**config.mk**
```make
export PLATFORM = sky130hd
export DESIGN_NAME = composite_luma_encoder_flat
export DESIGN_NICKNAME = d
export VERILOG_FILES = /design/src/rtl/composite_luma_encoder_if.sv /design/src/rtl/composite_luma_encoder.sv /design/src/flat_wrapper.sv
export SDC_FILE = /design/constraint.sdc
export NUM_CORES = 1
export LEC_CHECK = 0
export ABC_AREA = 1
export CELL_PAD_IN_SITES_DETAIL_PLACEMENT = 1
export CELL_PAD_IN_SITES_GLOBAL_PLACEMENT = 1
export CORE_UTILIZATION = 46
export CTS_BUF_LIST = sky130_fd_sc_hd__clkbuf_4
export CTS_CLUSTER_SIZE = 30
export DETAILED_ROUTE_END_ITERATION = 8
export PLACE_DENSITY_LB_ADDON = 0.1
export SYNTH_ARGS = -nofsm -noshare
export SYNTH_HDL_FRONTEND = slang
export SYNTH_SLANG_ARGS = --single-unit
```
**constraint.sdc**
```tcl
create_clock -name clk -period 8.6 [get_ports clk]
set_clock_uncertainty 0.1 [all_clocks]
set_input_delay 1.29 -clock clk [delete_from_list [all_inputs] [get_ports clk]]
set_output_delay 1.29 -clock clk [all_outputs]
set_load 0.01 [all_outputs]
```
**src/rtl/composite_luma_encoder_if.sv**
```systemverilog
// Bundle between the composite sync/timing generator, the pixel source and the luma encoder.
// Timing strobes and luma flow towards the encoder; DAC pins and the error flag flow back.
// The master drives the timing/luma side; the slave is the encoder.
interface composite_luma_encoder_if;
   logic       sync_in;
   logic       active_in;
   logic       line_start;
   logic       pixel_strobe;
   logic [7:0] luma_in;
   logic       output_450ohm;
   logic       output_900ohm;
   logic       protocol_error;

   modport master (
      output sync_in, active_in, line_start, pixel_strobe, luma_in,
      input  output_450ohm, output_900ohm, protocol_error
   );

   modport slave (
      input  sync_in, active_in, line_start, pixel_strobe, luma_in,
      output output_450ohm, output_900ohm, protocol_error
   );
endinterface

```
**src/rtl/composite_luma_encoder.sv**
```systemverilog
// Quantises 8-bit luma onto a 3-level resistor DAC with per-line 1-D error diffusion.
// Latency: exactly 2 clk cycles from every input to the DAC pins and protocol_error.
// Backpressure: none; timing is dictated upstream. Macro COMPOSITE_TEST_BARS_EN replaces luma with 8 vertical bars.
module composite_luma_encoder #(
   parameter int THRESH_LO  = 64,
   parameter int THRESH_HI  = 192,
   parameter int GREY_VALUE = 128
) (
   input  logic                     clk,
   input  logic                     reset,
   composite_luma_encoder_if.slave  bus
);

   // Level codes as driven onto {output_450ohm, output_900ohm}
   localparam logic [1:0] CODE_SYNC  = 2'b00;
   localparam logic [1:0] CODE_BLACK = 2'b01;
   localparam logic [1:0] CODE_GREY  = 2'b10;
   localparam logic [1:0] CODE_WHITE = 2'b11;

   localparam logic signed [9:0]  TH_LO     = 10'(THRESH_LO);
   localparam logic signed [9:0]  TH_HI     = 10'(THRESH_HI);
   localparam logic signed [10:0] LVL_BLACK = 11'sd0;
   localparam logic signed [10:0] LVL_GREY  = 11'(GREY_VALUE);
   localparam logic signed [10:0] LVL_WHITE = 11'sd255;
   localparam logic signed [10:0] SAT_MAX   = 11'sd127;
   localparam logic signed [10:0] SAT_MIN   = -11'sd128;

   // Stage 1: registered copy of the timing strobes and luma
   logic        s1_sync;
   logic        s1_active;
   logic        s1_line_start;
   logic        s1_strobe;
`ifndef COMPOSITE_TEST_BARS_EN
   logic [7:0]  s1_luma;
`endif

   // Diffusion state and stage-2 registered outputs
   logic signed [7:0] err_q;
   logic [1:0]        held_q;
   logic [1:0]        pin_code_q;
   logic              perr_q;

`ifdef COMPOSITE_TEST_BARS_EN
   logic [7:0]        cnt_q;
   logic [7:0]        cnt_base;
   logic [7:0]        cnt_d;
`endif

   logic signed [7:0]  err_base;
   logic [1:0]         held_base;
   logic [7:0]         luma_eff;
   logic               pix_take;
   logic signed [9:0]  acc;
   logic [1:0]         pix_code;
   logic signed [10:0] level;
   logic signed [10:0] diff;
   logic signed [7:0]  err_sat;
   logic signed [7:0]  err_d;
   logic [1:0]         held_d;
   logic [1:0]         pin_code_d;
   logic               perr_d;

   // Stage-2 datapath: line clear first, then quantise an active strobe, then pick the pin level
   always_comb begin
      err_base  = err_q;
      held_base = held_q;
      if (s1_line_start) begin
         err_base  = '0;
         held_base = CODE_BLACK;
      end

`ifdef COMPOSITE_TEST_BARS_EN
      cnt_base = s1_line_start ? 8'd0 : cnt_q;
      luma_eff = {cnt_base[7:5], cnt_base[7:5], cnt_base[7:6]};
`else
      luma_eff = s1_luma;
`endif

      pix_take = s1_strobe & s1_active;
      acc      = $signed({2'b00, luma_eff}) + $signed({{2{err_base[7]}}, err_base});

      if (acc >= TH_HI) begin
         pix_code = CODE_WHITE;
         level    = LVL_WHITE;
      end else if (acc >= TH_LO) begin
         pix_code = CODE_GREY;
         level    = LVL_GREY;
      end else begin
         pix_code = CODE_BLACK;
         level    = LVL_BLACK;
      end

      diff = $signed({acc[9], acc}) - level;
      if (diff > SAT_MAX) begin
         err_sat = 8'sh7f;
      end else if (diff < SAT_MIN) begin
         err_sat = 8'sh80;
      end else begin
         err_sat = diff[7:0];
      end

      err_d  = pix_take ? err_sat  : err_base;
      held_d = pix_take ? pix_code : held_base;

`ifdef COMPOSITE_TEST_BARS_EN
      cnt_d = pix_take ? cnt_base + 8'd1 : cnt_base;
`endif

      if (s1_sync) begin
         pin_code_d = CODE_SYNC;
      end else if (!s1_active) begin
         pin_code_d = CODE_BLACK;
      end else begin
         pin_code_d = held_d;
      end

      perr_d = perr_q | (s1_strobe & ~s1_active);
   end

   // Both pipeline stages and the diffusion state; reset discards everything in flight
   always_ff @(posedge clk) begin
      if (reset) begin
         s1_sync       <= 1'b0;
         s1_active     <= 1'b0;
         s1_line_start <= 1'b0;
         s1_strobe     <= 1'b0;
`ifndef COMPOSITE_TEST_BARS_EN
         s1_luma       <= 8'd0;
`endif
         err_q         <= '0;
         held_q        <= CODE_BLACK;
         pin_code_q    <= CODE_SYNC;
         perr_q        <= 1'b0;
`ifdef COMPOSITE_TEST_BARS_EN
         cnt_q         <= 8'd0;
`endif
      end else begin
         s1_sync       <= bus.sync_in;
         s1_active     <= bus.active_in;
         s1_line_start <= bus.line_start;
         s1_strobe     <= bus.pixel_strobe;
`ifndef COMPOSITE_TEST_BARS_EN
         s1_luma       <= bus.luma_in;
`endif
         err_q         <= err_d;
         held_q        <= held_d;
         pin_code_q    <= pin_code_d;
         perr_q        <= perr_d;
`ifdef COMPOSITE_TEST_BARS_EN
         cnt_q         <= cnt_d;
`endif
      end
   end

   assign bus.output_450ohm  = pin_code_q[1];
   assign bus.output_900ohm  = pin_code_q[0];
   assign bus.protocol_error = perr_q;

endmodule
```
**src/flat_wrapper.sv**
```systemverilog
// flat-port wrapper written by rule: the top's interface ports become plain ports
module composite_luma_encoder_flat 
#(
   parameter int THRESH_LO  = 64,
   parameter int THRESH_HI  = 192,
   parameter int GREY_VALUE = 128
)
  (clk, reset, bus_sync_in, bus_active_in, bus_line_start, bus_pixel_strobe, bus_luma_in, bus_output_450ohm, bus_output_900ohm, bus_protocol_error);
  composite_luma_encoder_if bus_i ();
  input  logic clk;
  input  logic reset;
  input wire logic [$bits(bus_i.sync_in)-1:0] bus_sync_in;
  input wire logic [$bits(bus_i.active_in)-1:0] bus_active_in;
  input wire logic [$bits(bus_i.line_start)-1:0] bus_line_start;
  input wire logic [$bits(bus_i.pixel_strobe)-1:0] bus_pixel_strobe;
  input wire logic [$bits(bus_i.luma_in)-1:0] bus_luma_in;
  output wire logic [$bits(bus_i.output_450ohm)-1:0] bus_output_450ohm;
  output wire logic [$bits(bus_i.output_900ohm)-1:0] bus_output_900ohm;
  output wire logic [$bits(bus_i.protocol_error)-1:0] bus_protocol_error;
  assign bus_i.sync_in = bus_sync_in;
  assign bus_i.active_in = bus_active_in;
  assign bus_i.line_start = bus_line_start;
  assign bus_i.pixel_strobe = bus_pixel_strobe;
  assign bus_i.luma_in = bus_luma_in;
  assign bus_output_450ohm = bus_i.output_450ohm;
  assign bus_output_900ohm = bus_i.output_900ohm;
  assign bus_protocol_error = bus_i.protocol_error;
  composite_luma_encoder #(.THRESH_LO(THRESH_LO), .THRESH_HI(THRESH_HI), .GREY_VALUE(GREY_VALUE)) u_core (.clk(clk), .reset(reset), .bus(bus_i));
endmodule
```
==> Word level (Yosys, flattened, before mapping) <==
Cells that the tools add are included.
{ "op_classes": {"shifts": 0, "bitwise_logic": 4, "div_mod_pow": 0, "n_reduce_logical": 2, "n_addsub": 2, "mul": 0, "n_mux": 11, "order_cmp": 4, "n_eq_ne": 0} }
{ "ops": {"columns": ["cell", "n"], "rows": [
  ["2-to-1 mux 8 bit", 5],
  ["> comparator 11 x 8 -> 1 bit (second input constant)", 1],
  ["< comparator 11 x 8 -> 1 bit (second input constant)", 1],
  ["2-to-1 mux 11 bit", 1],
  ["subtractor 10 x 11 -> 11 bit", 1],
  ["adder 9 x 8 -> 10 bit", 1],
  ["greater-or-equal comparator 10 x 8 -> 1 bit (second input constant)", 1],
  ["greater-or-equal comparator 10 x 9 -> 1 bit (second input constant)", 1],
  ["2-to-1 mux 2 bit", 4],
  ["OR reduction 3 bit", 1],
  ["bitwise AND 1 bit", 2],
  ["OR reduction 2 bit", 1],
  ["2-to-1 mux 1 bit", 1],
  ["inverter 1 bit", 1],
  ["bitwise OR 1 bit", 1]
]} }
{ "totals": {"word_cells": 33, "input_bits": 14, "memories": 0, "latchBits": 0, "mem_bits_ro": 0, "ff_bits": 25, "ramBits": 0, "output_inout_bits": 3} }

==> Longest topological paths before layout <==
Gate-level depths: netlist of the first run.
{ "depth": {"depth_word": 10, "depth_mapped": 29, "mapped_depth_nobuf": 28} }

==> Worst setup path after synthesis of the first run <==
OpenSTA, ideal clock, no wires.
{ "synth_timing": {"path_type": "reg-to-reg", "start": "register u_core.s1_line_start", "end": "register u_core.err_q[0]", "slack_ps": 5185, "setup_time_ps": 125, "t_arrival_ps": 3190, "n_path_buf": 2, "path_stages_with_launch": 28, "cell_sequence": "dfxtp_1 > buf_2 > nor2_1 > ha_1 > fa_1 > nand3_1 > nand3_2 > nand3_1 > nand3_1 > nand2_2 > nand2_4 > nand2_4 > buf_12 > inv_1 > ha_1 > inv_1 > ha_1 > inv_1 > nand2_1 > nand3_2 > nand2_2 > nand2_2 > nand3_1 > nand2_1 > nor2_1 > nand2_1 > a21oi_4 > a21oi_1"} }
{ "synth_via": {"elab_chain_cells": 10, "word_cells_on_any_way": 12, "cone_classes": "add/sub (2); order compare (4); mux (6)"} }
{ "synth_rtl": {"columns": ["element", "line_no", "text"], "rows": [
  ["from (decl)", "composite_luma_encoder.sv:31", "logic s1_line_start;"],
  ["from (signal assigned)", "composite_luma_encoder.sv:140", "s1_line_start <= bus.line_start;"],
  ["2-to-1 mux 8 bit (*)", "composite_luma_encoder.sv:67", "if (s1_line_start) begin"],
  ["adder 9 x 8 -> 10 bit", "composite_luma_encoder.sv:80", "acc = $signed({2'b00, luma_eff}) + $signed({{2{err_base[7]}}, err_base});"],
  ["greater-or-equal comparator 10 x 8 -> 1 bit", "composite_luma_encoder.sv:85", "end else if (acc >= TH_LO) begin"],
  ["2-to-1 mux 8 bit", "composite_luma_encoder.sv:85", null],
  ["2-to-1 mux 11 bit", "composite_luma_encoder.sv:82", "if (acc >= TH_HI) begin"],
  ["subtractor 10 x 11 -> 11 bit", "composite_luma_encoder.sv:93", "diff = $signed({acc[9], acc}) - level;"],
  ["< comparator 11 x 8 -> 1 bit", "composite_luma_encoder.sv:96", "end else if (diff < SAT_MIN) begin"],
  ["2-to-1 mux 8 bit", "composite_luma_encoder.sv:96", null],
  ["2-to-1 mux 8 bit", "composite_luma_encoder.sv:94", "if (diff > SAT_MAX) begin"],
  ["2-to-1 mux 8 bit (*)", "composite_luma_encoder.sv:102", "err_d = pix_take ? err_sat : err_base;"],
  ["to (signal assigned)", "composite_luma_encoder.sv:145", "err_q <= err_d;"],
  ["to (decl)", "composite_luma_encoder.sv:38", "logic signed [7:0] err_q;"]
]} }
Mark *: on every way between the ends. The rest lies on a longest branch, timed or not.
A chain may end at the register's enable or synchronous reset.

==> Final worst setup path of the first run <==
{ "layout_timing": {"start": "register u_core.s1_line_start", "end": "register u_core.err_q[2]"} }
Same word-level chain as after synthesis.

==> results of run 1 <==
==> metrics by stage <==
| step | hold slack [ns] | instances | util, % | area [sq um] |
|---|---|---|---|---|
| after floorplan | 0.295 | 312 | - | 2010 |
| after global placement | 0.309 | 373 | 53.7 | 2190 |
| after detailed placement | 0.331 | 373 | 53.7 | 2190 |
| after CTS | 0.347 | 377 | 54.4 | 2220 |
| after global routing | 0.360 | 377 | 54.4 | 2220 |
| final | 0.348 | 377 | 54.4 | 2220 |
==> flip-flops by register name, summed over array words and instances (netlist names) <==
signal                     count
u_core.bus.protocol_error      1
u_core.err_q                   8
u_core.held_q                  2
u_core.luma_eff                8
u_core.pin_code_q              2
u_core.s1_active               1
u_core.s1_line_start           1
u_core.s1_strobe               1
u_core.s1_sync                 1
==> routing by layer <==
metal	wire (um)	global-route usage [%]	up-vias
met4	187	13.3	0
met3	113	3.83	17
met1	2390	28.5	911
met5	0	0	-
met2	2780	49.6	32
li1	-	-	994
==> where the power goes <==
group	internal, mW	total (mW)	switching (mW)
clock network	0.0179	0.0549	0.0370
logic	0.0455	0.129	0.0831
registers	0.121	0.124	0.00279
total	0.184	0.307	0.123
==> cell usage in the layout, fill, tap and decap left out <==
cell             instances
nor2_2                   3
and2_1                   1
o21bai_1                 2
fa_1                     1
or2_4                    1
nor4_1                   1
a21oi_4                  1
inv_1                   63
o21ai_4                  1
o41ai_1                  2
nand4_1                  3
inv_2                    2
clkbuf_4                 3
ha_1                    12
o32ai_1                  1
or2_2                    1
clkinvlp_4               1
a21oi_1                 12
nand3b_1                 1
clkinv_1                 1
o21ai_0                 11
nand2_2                 18
nor2_1                  32
clkdlybuf4s50_1         16
o21ai_2                  1
nand2_1                 68
xor2_1                   4
nand3_1                 25
a31oi_1                  1
dfxtp_1                 25
nand2_4                  5
nand3_2                  3
xnor2_1                  4
a211oi_1                 1
==> area by class of cell <==
class | count | area, sq um | area share [%]
clock inverters | 1 | 7.51 | 0.337
multi-input cells | 216 | 1220 | 55.0
clock buffers | 3 | 22.5 | 1.01
inverters | 66 | 248 | 11.1
repair buffers | 16 | 160 | 7.20
well taps | 50 | 62.6 | 2.81
flip-flops and latches | 25 | 500 | 22.5
==> worst max-delay path by stage <==
| stage | start | end | slack, ns | depth (start not counted) |
|---|---|---|---|---|
| 2_1_floorplan | u_core.s1_line_start | u_core.err_q[0] | 5.19 | 27 |
| 3_3_place_gp | u_core.s1_line_start | u_core.err_q[6] | 4.73 | 25 |
| 3_5_place_dp | u_core.s1_line_start | u_core.err_q[5] | 4.62 | 25 |
| 4_1_cts | u_core.s1_line_start | u_core.err_q[2] | 4.60 | 25 |
| 5_1_grt | u_core.s1_line_start | u_core.err_q[2] | 4.27 | 25 |
| 6_report | u_core.s1_line_start | u_core.err_q[2] | 4.61 | 25 |
==> worst max-delay path: cells and delay by family (launching register included) <==
kind	cells	cell delay (ns)
adders and majority gates	4	1.06
and+or+nand+nor	16	1.65
DFF	1	0.50
buffers and inverters	3	0.24
AOI/OAI and AO/OA	2	0.32
==> cells by family after synthesis <==
group | count (synthesis)
and+or+nand+nor | 162
adders and majority gates | 13
AOI/OAI and AO/OA | 33
buffers and inverters | 71
xor gates and xnor gates | 8
DFF | 25
==> impl_metrics.yaml, run 1 <==
routing:
  wirelength_um: 5460
  drc: 0
  first_pass_iters: 4
  vias_per_cell: 5.18
  drtIter0Drc: 57
  wl_per_cell_um: 14.5
  ant_nets: 0
  vias: 1954
synth:
  netlist.area_leader.share_pct: 24.9
  synthArstFlopShare_pct: 0
  synth_seq_area_share_pct: 24.9
  synth_cells: 312
  syn_area_per_cell_sq_um: 6.45
  synth.area.mux_share_pct: 0
  yosys.cell_types.count: 35
  yosys.area.top_type: "dfxtp_1"
  synth_fa_ha_area_share_pct: 8.46
  yosys.area_share.simple_pct: 38.4
  syn_nets: 339
  synth-xor-area-share_pct: 3.48
  ys_warn_count: 0
  synth_top_family_by_area: "simple AND/OR/NAND/NOR gates"
  synth_seq_cells: 25
  synth_flop_cell: "dfxtp_1"
  synth_edf_count: 0
  synthTopCellsByArea: "dfxtp_1, nand2_1, inv_1"
  synth_compound_area_share_pct: 10.5
  post-synth-top-count-cell: "nand2_1"
  syn_area_sq_mm: 0.00201
  synth_common_cells: "nand2_1, inv_1, nor2_1"
worst_hold_path:
  hold_start: "u_core.s1_sync"
  whs_endpoint: "u_core.pin_code_q[0]"
  hold_path_depth: 1
  hold_class: "reg -> reg"
global_route:
  grt_max_degree: 19
  grt_usage_pct: 26.5
  antenna_found_initial: 0
  grt_overflow: 0
  grt_pass1_vias: 2036
  grt_pass1_wl_um: 8980
clocking:
  post-cts-setup-buffers: 0
  clock_sinks: 25
  clock_latency_ns: 0.34
  cts_resized: 0
  hold_buffers: 0
  cts_tree: "done"
  ctsRootBufferMaster: "clkbuf_4"
  clk_pin_slew_worst_paths_ns: 0.15
  clockBufferDepth: 2
  cts_max_level: 1
  cts_buffers: 3
run_status:
  status: "finished, final reports clean"
final_layout:
  syn_to_final_growth_pct: 10.6
  drive_gt1_share_pct: 12.2
  layout.nets: 355
  fillCellCount: 582
  n_antenna_cell: 0
floorplanning:
  initial_utilization_pct: 49.2
  die_h_um: 68.1
  die_area_sq_mm: 0.00464
  io_pins: 17
  die_x_um: 68.1
  core_sq_mm: 0.00409
  rows: 23
sta:
  setup_viol: 0
  fmax_mhz: 251
  max-slew-margin-rel_pct: 57.8
  min_period_over_period_pct: 46.3
  slew_violations: 0
  worstMarginPinSlew_ns: 0.631
  rsz0062_at_grt: "false"
  layout_setup_ws_ns: 4.61
  final-hold-violation-count: 0
  fin_tns_setup_ns: 0
  fin_crit_ns: 3.99
critical_path:
  reg2reg_from: "u_core.s1_line_start"
  crit_path_end_kind: "flip-flop"
  arrival_ns: 4.12
  reg2reg_to: "u_core.err_q[2]"
  critPathLaunchType: "flip-flop"
  ff2ff_setup_slack_ns: 4.61
  critPathMostFrequentCell: "nand3_1"
  criticalPathCategory: "reg -> reg"
  crit_path_max_fanout: 13
  r2r_cells: 25
  slowest_stage: "dfxtp_1"
  required_ns: 8.74
  slowest_delay_ns: 0.50
power_and_ir_drop:
  p_leak_nw: 1.20
  powerDensity_mw_per_mm2: 138
  power_uw: 307
  peakVddDrop_mv: 0.0922
placement:
  dpl_worst_slack_ns: 4.62
  gp_congestion: 0.876
  place_hpwl_um: 4590
  numPortBuffers: 16
flow_run:
  cap_violations: 0
(Power assumes the default switching activity.)
==> run 2, diff against run 1 <==
--- a/config.mk
+++ b/config.mk
@@ -8,7 +8,7 @@
 export ABC_AREA = 1
 export CELL_PAD_IN_SITES_DETAIL_PLACEMENT = 1
 export CELL_PAD_IN_SITES_GLOBAL_PLACEMENT = 1
-export CORE_UTILIZATION = 46
+export CORE_UTILIZATION = 38
 export CTS_BUF_LIST = sky130_fd_sc_hd__clkbuf_4
 export CTS_CLUSTER_SIZE = 30
 export DETAILED_ROUTE_END_ITERATION = 8
==> constraint.sdc (replaced) <==
create_clock -name clk -period 3.4 [get_ports clk]
set_clock_uncertainty 0.1 [all_clocks]
set_input_delay 0.51 -clock clk [delete_from_list [all_inputs] [get_ports clk]]
set_output_delay 0.51 -clock clk [all_outputs]
set_load 0.01 [all_outputs]
==> run 2 against run 1 <==
Core utilization up 0.21 points; sequential cell count unchanged; cell count up 15%; combinational power rose to 3.3 times the previous value; hold slack worse by 0.0017 ns; maximum frequency up 18%; first-iteration DRC count down 51%; routed wire length up 14%; sequential power rose to 2.5 times the previous value; critical path type unchanged.
==> impl_metrics.yaml, run 2 (synthesis gave the netlist of run 1 again) <==
run_status:
  status: "finished, final reports clean"
power_and_ir_drop:
  powerDensity_mw_per_mm2: 316
  peakVddDrop_mv: 0.237
  p_leak_nw: 1.37
routing:
  vias_per_cell: 4.76
  routed-wl-met3_um: 82
  wirelength_um: 6220
  wl_met2_um: 3340
  ant_nets: 0
  wl_per_cell_um: 14.3
  vias: 2067
  drtIter0Drc: 28
  first_pass_iters: 4
  top_layer: "met4"
  met1Wirelength_um: 2760
  drc: 0
sta:
  fin_tns_setup_ns: 0
  min_period_over_period_pct: 99.1
  fmax_mhz: 297
  rsz0062_at_grt: "true"
  fin_crit_ns: 3.37
  final-hold-violation-count: 0
  max-slew-margin-rel_pct: 60.0
  timing.hold.ws_ns: 0.347
  slew_violations: 0
  setup_viol: 0
  worstMarginPinSlew_ns: 0.599
final_layout:
  layout.nets: 392
  layout_commonest_cell: "nand2_1"
  fin_util_pct: 54.7
  n_antenna_cell: 0
  multi_input_area_sq_mm: 0.00147
  syn_to_final_growth_pct: 38.7
  layout_common_cells: "nand2_1, inv_1, buf_4"
  drive_gt1_share_pct: 36.3
  fillCellCount: 673
  fin_cells: 434
  regArea_sq_um: 505
clocking:
  clockBufferDepth: 2
  cts_max_level: 1
  cts_tree: "done"
  hold_buffers: 0
  clock_latency_ns: 0.33
  clk_pin_slew_worst_paths_ns: 0.16
  cts_buffers: 3
  ctsRootBufferMaster: "clkbuf_4"
  clock_sinks: 25
floorplanning:
  die_h_um: 74.8
  initial_utilization_pct: 39.4
  rows: 26
  io_pins: 17
  die_area_sq_mm: 0.00559
  die_x_um: 74.8
  core_sq_mm: 0.00511
placement:
  gp_congestion: 0.826
  place_hpwl_um: 4430
  dp.cells: 420
  numPortBuffers: 16
flow_run:
  cap_violations: 0
worst_hold_path:
  hold_path_depth: 1
  hold_class: "reg -> reg"
global_route:
  grt_pass1_vias: 1944
  grt_max_degree: 19
  antenna_found_initial: 0
  grt_usage_pct: 20.6
  grt_overflow: 0
  grt_pass1_wl_um: 8740
critical_path:
  critPathLaunchType: "flip-flop"
  crit_path_max_fanout: 7
  criticalPathCategory: "reg -> reg"
  required_ns: 3.54
  crit_path_end_kind: "flip-flop"
  r2r_cells: 27
  arrival_ns: 3.51
## run 2: changes by cell type in the layout (fill, tap and decap cells not counted), moves of 5 or more
cell | before | now
inv_1 | 63 | 57
buf_4 | 0 | 35
inv_2 | 2 | 7
nand3_2 | 3 | 8
a21oi_1 | 12 | 2
nand3_1 | 25 | 20
nor2_2 | 3 | 10
a21oi_2 | 0 | 10
ha_1 | 12 | 2
nor2_1 | 32 | 21
ha_4 | 0 | 8
nand2_2 | 18 | 25
nand2_1 | 68 | 60
## run 2: layout make-up
cell class                 count  share of cell area (%)
tap                           70                    3.14
clock buffer                   3                   0.807
timing repair buffer          53                    16.0
multi-input combinational    216                    52.8
inverter                      66                    8.96
sequential                    25                    18.1
clock inverter                 1                   0.269
## run 2: critical path: stages, from the launching register on
cell     delay (ns)
dfxtp_4        0.40
buf_6          0.15
nor2_4         0.14
ha_4           0.24
nand2_2        0.07
nand2_2        0.08
a21oi_2        0.17
nand2_1        0.08
nand2_2        0.08
nand2_2        0.06
nand2_2        0.07
nand2_4        0.08
nand2_4        0.10
nand2_2        0.06
and2_4         0.15
ha_4           0.15
inv_2          0.05
nand2_2        0.05
nand3_2        0.06
nand2_2        0.07
nand2_2        0.09
nand2_1        0.05
nand2_1        0.08
nand2_2        0.07
nor2_2         0.11
nand2_2        0.08
a21oi_4        0.30
a21oi_2        0.10
## run 2: per-stage QoR
| step | instance area, sq um | power (mW) | worst slack, ns |
|---|---|---|---|
| after floorplan | 2010 | 0.562 | 0.0189 |
| after global routing | 2790 | 0.942 | -0.178 |
| after CTS | 2510 | 0.816 | 0.000559 |
| after detailed placement | 2420 | 0.676 | -0.185 |
| final | 2790 | 0.881 | 0.0318 |
| after global placement | 2420 | 0.671 | -0.159 |
## run 2: layer usage
metal	global-route usage, %	up-vias
li1	-	1068
met1	26.2	973
met2	38.1	21
met3	2.01	5
met4	3.77	0
met5	0	-
## run 2: path summary, 6_finish.rpt
check / from / endpoint / slack [ns]
max: u_core.s1_line_start / u_core.err_q[1] / 0.03
min: u_core.s1_sync / u_core.pin_code_q[1] / 0.35
max reg2reg: u_core.s1_line_start / u_core.err_q[1] / 0.03
min reg2reg: u_core.s1_sync / u_core.pin_code_q[1] / 0.35
## run 2: power by group
| group | switching (mW) | internal (mW) |
|---|---|---|
| sequential | 0.00875 | 0.306 |
| combinational | 0.249 | 0.180 |
| clock | 0.0927 | 0.0450 |
## run 2: timing repair
| item | 4_1_cts | 5_1_grt |
|---|---|---|
| cloned | 0 | 0 |
| resized for setup | 12 | 59 |
| pin swaps | 3 | 27 |
| endpoints found under the hold margin | 0 | 0 |
| buffers inserted | 2 | 8 |
| setup endpoints to repair | 8 | 8 |
==> run 3, diff against run 2 <==
--- a/config.mk
+++ b/config.mk
@@ -12,6 +12,7 @@
 export CTS_BUF_LIST = sky130_fd_sc_hd__clkbuf_4
 export CTS_CLUSTER_SIZE = 30
 export DETAILED_ROUTE_END_ITERATION = 8
+export GPL_TIMING_DRIVEN = 1
 export PLACE_DENSITY_LB_ADDON = 0.1
 export SYNTH_ARGS = -nofsm -noshare
 export SYNTH_HDL_FRONTEND = slang
==> results of run 3 <==
No change in the layout: final DEF, timing and power equal those of run 2.
